**src/rtl/mpu_alu_seq_pkg.sv**
```systemverilog
// Shared definitions for the sequential MPU ALU: opcodes, flag bit positions, FSM states.
// The flag register is present only when MPU_ALU_SEQ_FLAGS_EN is defined.
package mpu_alu_seq_pkg;

  typedef enum logic [3:0] {
    MPU_OP_NONE = 4'd0,
    MPU_OP_MASK = 4'd1,
    MPU_OP_CMP  = 4'd2,
    MPU_OP_LT   = 4'd3,
    MPU_OP_ADD  = 4'd4,
    MPU_OP_HAMM = 4'd5
  } mpu_op_e;

  localparam int MPU_ALU_SEQ_FLAG_ZERO  = 0;
  localparam int MPU_ALU_SEQ_FLAG_CARRY = 1;
  localparam int MPU_ALU_SEQ_FLAG_LT    = 2;
  localparam int MPU_ALU_SEQ_FLAG_EQ    = 3;
  localparam int MPU_ALU_SEQ_FLAG_UNK   = 4;

  typedef enum logic [1:0] {
    ST_IDLE = 2'd0,
    ST_HAMM = 2'd1,
    ST_DONE = 2'd2
  } state_e;

endpackage

```
**src/rtl/mpu_popcount.sv**
```systemverilog
// Combinational population count of an N-bit slice; feeds the iterative Hamming step.
module mpu_popcount #(
  parameter int N = 16
) (
  input  logic [N-1:0]       in,
  output logic [$clog2(N):0] cnt
);

  always_comb begin
    cnt = '0;
    for (int i = 0; i < N; i++) begin
      cnt = cnt + {{$clog2(N){1'b0}}, in[i]};
    end
  end

endmodule

```
**src/rtl/mpu_alu_seq.sv**
```systemverilog
// Handshaked lane-extracting MPU ALU; single-cycle ops plus an iterative Hamming distance.
// Define MPU_ALU_SEQ_FLAGS_EN to build the registered status flags; otherwise flags read 0.
module mpu_alu_seq
  import mpu_alu_seq_pkg::*;
#(
  parameter int W     = 64,
  parameter int CHUNK = 16,
  parameter int SELW  = $clog2(W/8)
) (
  input  logic            sys_clk,
  input  logic            sys_rst,
  input  logic            in_valid,
  output logic            in_ready,
  input  logic [3:0]      op,
  input  logic [1:0]      size,
  input  logic [W-1:0]    o0,
  input  logic [W-1:0]    o1,
  input  logic [W-1:0]    o2,
  input  logic [W-1:0]    o3,
  input  logic [SELW-1:0] s0,
  input  logic [SELW-1:0] s1,
  input  logic [SELW-1:0] s2,
  input  logic [SELW-1:0] s3,
  input  logic [SELW-1:0] sres,
  output logic            out_valid,
  input  logic            out_ready,
  output logic [W-1:0]    res,
  output logic [7:0]      flags,
  output logic            busy
);

  localparam int NCHUNK = W / CHUNK;
  localparam int CW     = (NCHUNK > 1) ? $clog2(NCHUNK) : 1;
  localparam int AW     = $clog2(W) + 1;
  localparam int PW     = $clog2(CHUNK) + 1;

  function automatic int unsigned lane_bits(input logic [1:0] sz);
    int unsigned b;
    b = 32'd8 << sz;
    if (b > 32'(W)) b = 32'(W);
    return b;
  endfunction

  // A shift of W or more clears the vector, so a full-width lane yields all ones.
  function automatic logic [W-1:0] lane_mask(input int unsigned b);
    return ~({W{1'b1}} << b);
  endfunction

  function automatic logic [W-1:0] lane_field(input logic [W-1:0] v, input logic [SELW-1:0] sel,
                                              input int unsigned b);
    return (v >> (32'(sel) * b)) & lane_mask(b);
  endfunction

  function automatic logic [W-1:0] place(input logic [W-1:0] r, input int unsigned b,
                                         input logic [SELW-1:0] lane);
    return (r & lane_mask(b)) << (32'(lane) * b);
  endfunction

  state_e          state_q, state_d;
  logic            accept;
  int unsigned     bsize_c;
  logic [W-1:0]    hm_c, f0, f1, f2, f3, r_c, x_c;
  logic [W-1:0]    x_q, res_q;
  logic [AW-1:0]   acc_q, acc_next;
  logic [CW-1:0]   cnt_q;
  logic [1:0]      size_q;
  logic [SELW-1:0] sres_q;
  logic [PW-1:0]   chunk_cnt;
  logic            last_chunk;

  assign accept = in_valid && in_ready;

  // NOTE: every variable gets a default at the top of always_comb so no path leaves it unassigned (no latch).
  always_comb begin
    bsize_c = lane_bits(size);
    hm_c    = lane_mask(bsize_c);
    f0      = lane_field(o0, s0, bsize_c);
    f1      = lane_field(o1, s1, bsize_c);
    f2      = lane_field(o2, s2, bsize_c);
    f3      = lane_field(o3, s3, bsize_c);
    x_c     = (f1 ^ f2) & f3;
    r_c     = '0;
    case (op)
      MPU_OP_MASK: r_c = W'(((~f0 & ~f1 & hm_c) | (f0 & ~f2)) == '0);
      MPU_OP_CMP:  r_c = W'((f0 & f2) == (f1 & f2));
      MPU_OP_LT:   r_c = W'(f0 < f1);
      MPU_OP_ADD:  r_c = (f1 + f2) & hm_c;
      default:     r_c = '0;
    endcase
  end

  mpu_popcount #(.N(CHUNK)) u_popcount (
    .in  (x_q[CHUNK-1:0]),
    .cnt (chunk_cnt)
  );

  assign acc_next   = acc_q + AW'(chunk_cnt);
  assign last_chunk = (cnt_q == CW'(NCHUNK - 1));

  // NOTE: sequential state is assigned with <= so all registers update from pre-edge values.
  always_ff @(posedge sys_clk) begin
    if (sys_rst) state_q <= ST_IDLE;
    else         state_q <= state_d;
  end

  always_comb begin
    state_d = state_q;
    unique case (state_q)
      ST_IDLE: if (accept) state_d = (op == MPU_OP_HAMM) ? ST_HAMM : ST_DONE;
      ST_HAMM: if (last_chunk) state_d = ST_DONE;
      ST_DONE: if (out_ready) state_d = ST_IDLE;
      default: state_d = ST_IDLE;
    endcase
  end

  always_comb begin
    in_ready  = (state_q == ST_IDLE) && !sys_rst;
    out_valid = (state_q == ST_DONE);
    busy      = (state_q != ST_IDLE);
  end

  // HAMM walks x one chunk per cycle from the LSB end; lane size and destination are frozen at accept.
  always_ff @(posedge sys_clk) begin
    if (sys_rst) begin
      res_q  <= '0;
      x_q    <= '0;
      acc_q  <= '0;
      cnt_q  <= '0;
      size_q <= '0;
      sres_q <= '0;
    end else begin
      case (state_q)
        ST_IDLE: if (accept) begin
          if (op == MPU_OP_HAMM) begin
            x_q    <= x_c;
            acc_q  <= '0;
            cnt_q  <= '0;
            size_q <= size;
            sres_q <= sres;
          end else begin
            res_q <= place(r_c, bsize_c, sres);
          end
        end
        ST_HAMM: begin
          x_q   <= x_q >> CHUNK;
          acc_q <= acc_next;
          cnt_q <= cnt_q + CW'(1);
          if (last_chunk) res_q <= place(W'(acc_next), lane_bits(size_q), sres_q);
        end
        default: ;
      endcase
    end
  end

  assign res = res_q;

`ifdef MPU_ALU_SEQ_FLAGS_EN
  logic [7:0] flags_q;
  logic       lt_q, eq_q, carry_c, unk_c;
  logic [W:0] sum_c;

  always_comb begin
    sum_c   = {1'b0, f1} + {1'b0, f2};
    carry_c = (op == MPU_OP_ADD) && |(sum_c & ((W+1)'(1) << bsize_c));
    unk_c   = (op > MPU_OP_HAMM);
  end

  // Compare flags of a HAMM request are taken at accept and published with its result.
  always_ff @(posedge sys_clk) begin
    if (sys_rst) begin
      flags_q <= '0;
      lt_q    <= 1'b0;
      eq_q    <= 1'b0;
    end else if (state_q == ST_IDLE && accept) begin
      if (op == MPU_OP_HAMM) begin
        lt_q <= (f0 < f1);
        eq_q <= (f0 == f1);
      end else begin
        flags_q <= '0;
        flags_q[MPU_ALU_SEQ_FLAG_ZERO]  <= (r_c == '0);
        flags_q[MPU_ALU_SEQ_FLAG_CARRY] <= carry_c;
        flags_q[MPU_ALU_SEQ_FLAG_LT]    <= (f0 < f1);
        flags_q[MPU_ALU_SEQ_FLAG_EQ]    <= (f0 == f1);
        flags_q[MPU_ALU_SEQ_FLAG_UNK]   <= unk_c;
      end
    end else if (state_q == ST_HAMM && last_chunk) begin
      flags_q <= '0;
      flags_q[MPU_ALU_SEQ_FLAG_ZERO] <= (acc_next == '0);
      flags_q[MPU_ALU_SEQ_FLAG_LT]   <= lt_q;
      flags_q[MPU_ALU_SEQ_FLAG_EQ]   <= eq_q;
    end
  end

  assign flags = flags_q;
`else
  assign flags = 8'b0;
`endif

endmodule
```
**config.mk**
```make
export PLATFORM = sky130hd
export DESIGN_NAME = mpu_alu_seq
export DESIGN_NICKNAME = d
export VERILOG_FILES = /design/src/rtl/mpu_alu_seq_pkg.sv /design/src/rtl/mpu_popcount.sv /design/src/rtl/mpu_alu_seq.sv
export SDC_FILE = /design/constraint.sdc
export NUM_CORES = 1
export LEC_CHECK = 0
export BUFFER_PORTS_ARGS = -buffer_cell sky130_fd_sc_hd__buf_4
export CAP_MARGIN = 5
export CORE_UTILIZATION = 50
export DETAILED_ROUTE_END_ITERATION = 6
export PLACE_DENSITY = 0.68
export SLEW_MARGIN = 20
export SYNTH_ARGS = -nofsm -noshare
export SYNTH_HDL_FRONTEND = slang
export SYNTH_SLANG_ARGS = --single-unit
```
**constraint.sdc**
```tcl
create_clock -name sys_clk -period 23.1 [get_ports sys_clk]
set_input_delay 3.465 -clock sys_clk [delete_from_list [all_inputs] [get_ports sys_clk]]
set_output_delay 3.465 -clock sys_clk [all_outputs]
set_load 0.02 [all_outputs]
```
# Yosys cells after proc, flatten, opt, wreduce, memory -nomap -nowiden
# Index checks and enable logic that the tools add are counted.
# W data, S select, Z words.
# classes
bitwise,20
n_eq_ne,14
multipliers,6
reduce_logical,11
muxes,24
addsub,18
n_lt_le_gt_ge,3
n_shift,10
# op_table
op,count
$and A64 B64 Y64,12
$mux W64,5
$not A64 Y64,5
$pmux W64 S2,2
$pmux W64 S4,1
$shr A64 B32 Y64,4
$mul A3 B32 Y32,6
$mux W32,5
$shl A64 B32 Y64,2
$shl A64 B32 Y64 const A,2
$add A5 B1 Y5,14
$add A64 B64 Y64,1
$and A7 B64 Y64,1
$eq A64 B64 Y1,1
$gt A32 B7 Y1 const B,2
$logic_not A64 Y1,1
$lt A64 B64 Y1,1
$or A64 B64 Y64,1
$shl A4 B2 Y32 const A,2
$xor A64 B64 Y64,1
$mux W7,2
$pmux W7 S2,1
$mux W2,6
$reduce_and A3 Y1,3
17 further kinds,25
# word_totals
regBits,144
input_bits,281
output_inout_bits,75
wordCells,113

# Longest topological paths before layout
# logic_depth
word_depth,20
mapped_depth,32
depth_no_buf,27

# By module
# Synthesis repeated with hierarchy kept, for this count alone.
# hier_totals
cells_unflattened,3532
hier_area_um2,24875.1
# modules_own_cells
mod,seq_area_each_um2,cells_each,area_each_um2,n_inst
mpu_alu_seq,2882.8,3480,24393.4,1
mpu_popcount,0.0,52,481.7,1

# Worst setup path after synthesis
# OpenSTA, ideal clock, no wires.
# synth_path
path_type,input to register
startpoint,input port size[1]
endpoint,"register res_q[20], in the netlist res[20]"
setup_time_ns,0.123
n_path_buf,6
t_arrival_ns,10.504
required_ns,22.977
slack_ns,12.473
stages,32
cell_sequence,buf_2 -> clkbuf_1 -> clkbuf_1 -> nor2b_1 -> clkbuf_1 -> and2_1 -> fa_1 -> ha_1 -> fa_1 -> nor4bb_1 -> a22oi_1 -> clkbuf_1 -> a21oi_1 -> mux2_2 -> nand2_1 -> a21o_1 -> inv_1 -> ha_1 -> clkbuf_1 -> o21a_1 -> o21a_1 -> o21a_1 -> o21ai_0 -> a221o_1 -> maj3_1 -> maj3_1 -> o21a_1 -> o21ai_1 -> mux2i_1 -> mux2i_1 -> a221oi_1 -> nor2_1
# synth_via
elab_chain_cells,17
word_cells_on_any_way,35
cone_classes,1 x add/sub; 4 x mul; 2 x order compare; 1 x eq/ne; 6 x shift; 5 x mux; 15 x bitwise; 1 x reduce/logical
# synth_lines
item,line,rtl
start: declaration,mpu_alu_seq.sv:15,"input logic [1:0] size,"
$shl A4 B2 Y32 (*),mpu_alu_seq.sv:39,b = 32'd8 << sz;
$gt A32 B7 Y1,mpu_alu_seq.sv:40,if (b > 32'(W)) b = 32'(W);
$mux W32 (*),mpu_alu_seq.sv:40,
"parallel branches: the longest is 10 deep, another holds $add A64 B64 Y64",--,
$shl A64 B32 Y64 (*),mpu_alu_seq.sv:56,return (r & lane_mask(b)) << (32'(lane) * b);
$mux W64 (*),mpu_alu_seq.sv:134,if (op == MPU_OP_HAMM) begin
$mux W64 (*),mpu_alu_seq.sv:133,ST_IDLE: if (accept) begin
$pmux W64 S2 (*),mpu_alu_seq.sv:132,case (state_q)
end signal: assignment,mpu_alu_seq.sv:141,"res_q <= place(r_c, bsize_c, sres);"
end signal: assignment,mpu_alu_seq.sv:148,"if (last_chunk) res_q <= place(W'(acc_next), lane_bits(size_q), sres_q);"
end: declaration,mpu_alu_seq.sv:63,"logic [W-1:0] x_q, res_q;"
# Every way passes the cells marked *. The select of a mux whose other input is x is not followed.
# A chain may end at the register's enable or synchronous reset.

# Final worst setup path
# layout_path
startpoint,input port size[1]
endpoint,"register res_q[32], in the netlist res[32]"
# Same word-level chain as after synthesis.

==> run metrics <==
Critical Path Max Stage Delay=1.05 ns; Fmax=84.2 MHz; Critical-path top delay cell=a211oi_1; TritonCTS clock tree=built; Top-Level Pins=356; CTS sink count=144; Hold Crit Class=reg -> reg; Post-CTS Resized=0; Fin Setup TNS=0 ns; drc violations=17; Yosys top cell by area=ha_1; Clk pwr share=0.218; Die Ht=229 µm; Yosys reg bits=144; CTS Root Cell=clkbuf_16; Slew @ Worst Pin=1.31 ns; Worst setup SP type=input port; Port Buf Inserts=347; hpwl dp=108 mm; gr ovfl total=0; Placed Area=28500 µm²; via count=30500; vias per cell=6.90; Die X=229 µm; Initial Utilization=0.510; fin crit share=0.514; failing checks=design-rule violations; Post-synth top cells=nand2_1 (464), nor2_1 (265), ha_1 (234); drt first pass iters=7; kind of critical path=in -> reg; layout cell share with drive strength beyond 1=0.151; Int Pwr=0.645 mW; drt initial violations=5248; Hold WS=0.461 ns; setup bufs post-CTS=0; Mapped Cells=3572; Clk pin slew, worst setup/hold paths=0.07 ns; Worst-Skew Late Latency=0.45 ns; CP cell instances=buf_4 -> nor2b_1 -> and2_1 -> fa_1 -> ha_1 -> fa_1 -> or3_1 -> nor3_2 -> nand2_1 -> ha_1 -> nor4b_1 -> nand2_1 -> or4_1 -> nor3_1 -> nand2_1 -> nor4_1 -> a221o_1 -> a211oi_1 -> o2111a_1 -> a211oi_1 -> nor2_1 -> a221oi_1 -> a21oi_1; area of the mapped netlist=25700 µm²; Worst Path Buf+Inv=1; total power=1.28 mW; max_slew headroom=0.122; fin util=0.577; Final Cell Area=29100 µm²; status=complete, but fails checks; synth top area cells=ha_1 (11%), dfxtp_1 (11%), mux2i_1 (7.7%); Yosys warning count=0; power per cell area=44.0 nW/µm²; cts hold-fix bufs=0; syn_area_per_cell=7.20 µm²; clock buffer depth=2; Final GP Congestion=1.20; # nets final=4283; GR Util All Layers=0.485; Tmin final=11.88 ns; Flop pwr share=0.203; largest net degree at the start of global routing=83; EDFF count, synth=0; Leak=13.4 nW; CP top delay family=simple AND/OR/NAND/NOR gates; Gate power share=0.579; area share of the largest cell type after synthesis=0.114; first-pass GRT wire length=189 mm; Post-synth ARST share=0; CP most frequent cell=nand2_1; Switch Pwr=0.636 mW; H-tree Lvls=4; Worst setup EP type=flop; Setup Skew=0.0122 ns; CP Max Fanout=35; critical path arrival=12.21 ns; MaxCap Viol Count=0; RSZ-0062 raised after global routing=no; Final Max Tran Viols=0; full die area=52300 µm²; initial antenna violation count=8; CP required=23.43 ns; worst vdd ir=0.0526 mV; Synth cell types=104; # setup viols final=0; final wirelength=131 mm; final hold viol count=0; count leader, synth=nand2_1; Antenna Violating Nets Remaining=0; Filler Cell Count=4983; Inserted Clock Buffers=17; core box area=50500 µm²; WL/cell=29.7 µm; switching part of the total=0.497; number of global-route vias before repair=28100; Layout area overhead=13.3%; Seq/Total Area, Yosys=0.112; Core Rows=82; most common flop cell mapped by yosys=dfxtp_1
## path summary, 6_finish.rpt
check | cells after the start | slack, ns | from | end
min reg2reg | 2 | 0.46 | res[5] | res[5]
max reg2reg | 21 | 17.17 | x_q[1] | res[53]
max | 23 | 11.22 | size[1] | res[32]
min | 2 | 0.46 | res[5] | res[5]
## layout make-up
cell class,instances,area [µm²],area share
clock inverters,15,150,0.00515
diodes,1,2.50,0.0000859
multi-input cells,2946,21000,0.720
well taps,672,841,0.0289
flip-flops and latches,144,2880,0.0989
inverters,234,878,0.0301
clock buffers,17,425,0.0146
repair buffers,396,2970,0.102
## flip-flops by register name, summed over array words and instances (netlist names)
name / cells
acc_q: 7
res: 64
x_q: 64
cnt_q: 2
sres_q: 3
size_q: 2
state_q: 2
## worst register-to-register path: cells and delay by family, from the launching register on
family,cells,cell delay (ns)
flip-flops,1,0.34
AND/OR/NAND/NOR,2,0.22
XOR/XNOR,1,0.13
buffers and inverters,3,0.31
AO/OA/AOI/OAI,7,1.33
adder cells (fa/ha/maj),8,3.50
## power by group through the flow
stage          combinational, mW  clock, mW  sequential [mW]
2_1_floorplan              0.401          0            0.272
3_3_place_gp               0.696          0            0.265
3_5_place_dp               0.696          0            0.265
4_1_cts                    0.698      0.279            0.260
5_1_grt                    0.762      0.289            0.261
6_report                   0.742      0.280            0.260
## cells by family after synthesis
family                   share of synthesized area
buffers and inverters                       0.0763
flip-flops                                   0.112
AO/OA/AOI/OAI                                0.227
multiplexers                                 0.143
AND/OR/NAND/NOR                              0.261
other                                     0.000146
XOR/XNOR                                    0.0416
adder cells (fa/ha/maj)                      0.139
## routing by layer
| metal | GRT usage | share of wire | vias to the layer above |
|---|---|---|---|
| met1 | 0.654 | 0.40 | 14400 |
| met4 | 0.230 | 0.057 | 8 |
| li1 | - | - | 13300 |
| met5 | 0 | 0.00053 | - |
| met2 | 0.686 | 0.40 | 2380 |
| met3 | 0.168 | 0.15 | 443 |
## stage by stage
stage	setup WS, ns	cells
after floorplan	12.47	3579
final	11.22	4425
after CTS	11.52	4424
after detailed placement	11.13	4392
after global placement	11.32	4392
after global routing	10.98	4425
## cells in the final DEF, fill, tap and decap left out, drive strengths merged, types with 15 or more instances in the layout
cell type / synthesis / layout
xnor2: 69 / 69
fa: 29 / 29
inv: 232 / 240
a22o: 15 / 15
a21oi: 196 / 196
nor3: 87 / 87
nor3b: 15 / 15
a31oi: 91 / 91
ha: 234 / 234
a211oi: 38 / 38
nand3: 181 / 181
a211o: 18 / 18
a221oi: 21 / 21
and2: 72 / 72
o21a: 29 / 29
nor2: 266 / 266
o22ai: 28 / 28
xor2: 51 / 51
o211ai: 23 / 23
a21o: 57 / 57
dfxtp: 144 / 144
a22oi: 19 / 19
o21bai: 19 / 19
mux2i: 199 / 199
buf: 56 / 396
mux4: 58 / 58
and3: 56 / 56
nand2: 464 / 464
nand4: 54 / 54
mux2: 33 / 33
o21ai: 163 / 163
a32oi: 22 / 22
nand2b: 38 / 38
clkbuf: 199 / 17
nor4: 44 / 44
nor2b: 26 / 26
(Power assumes the default switching activity.)
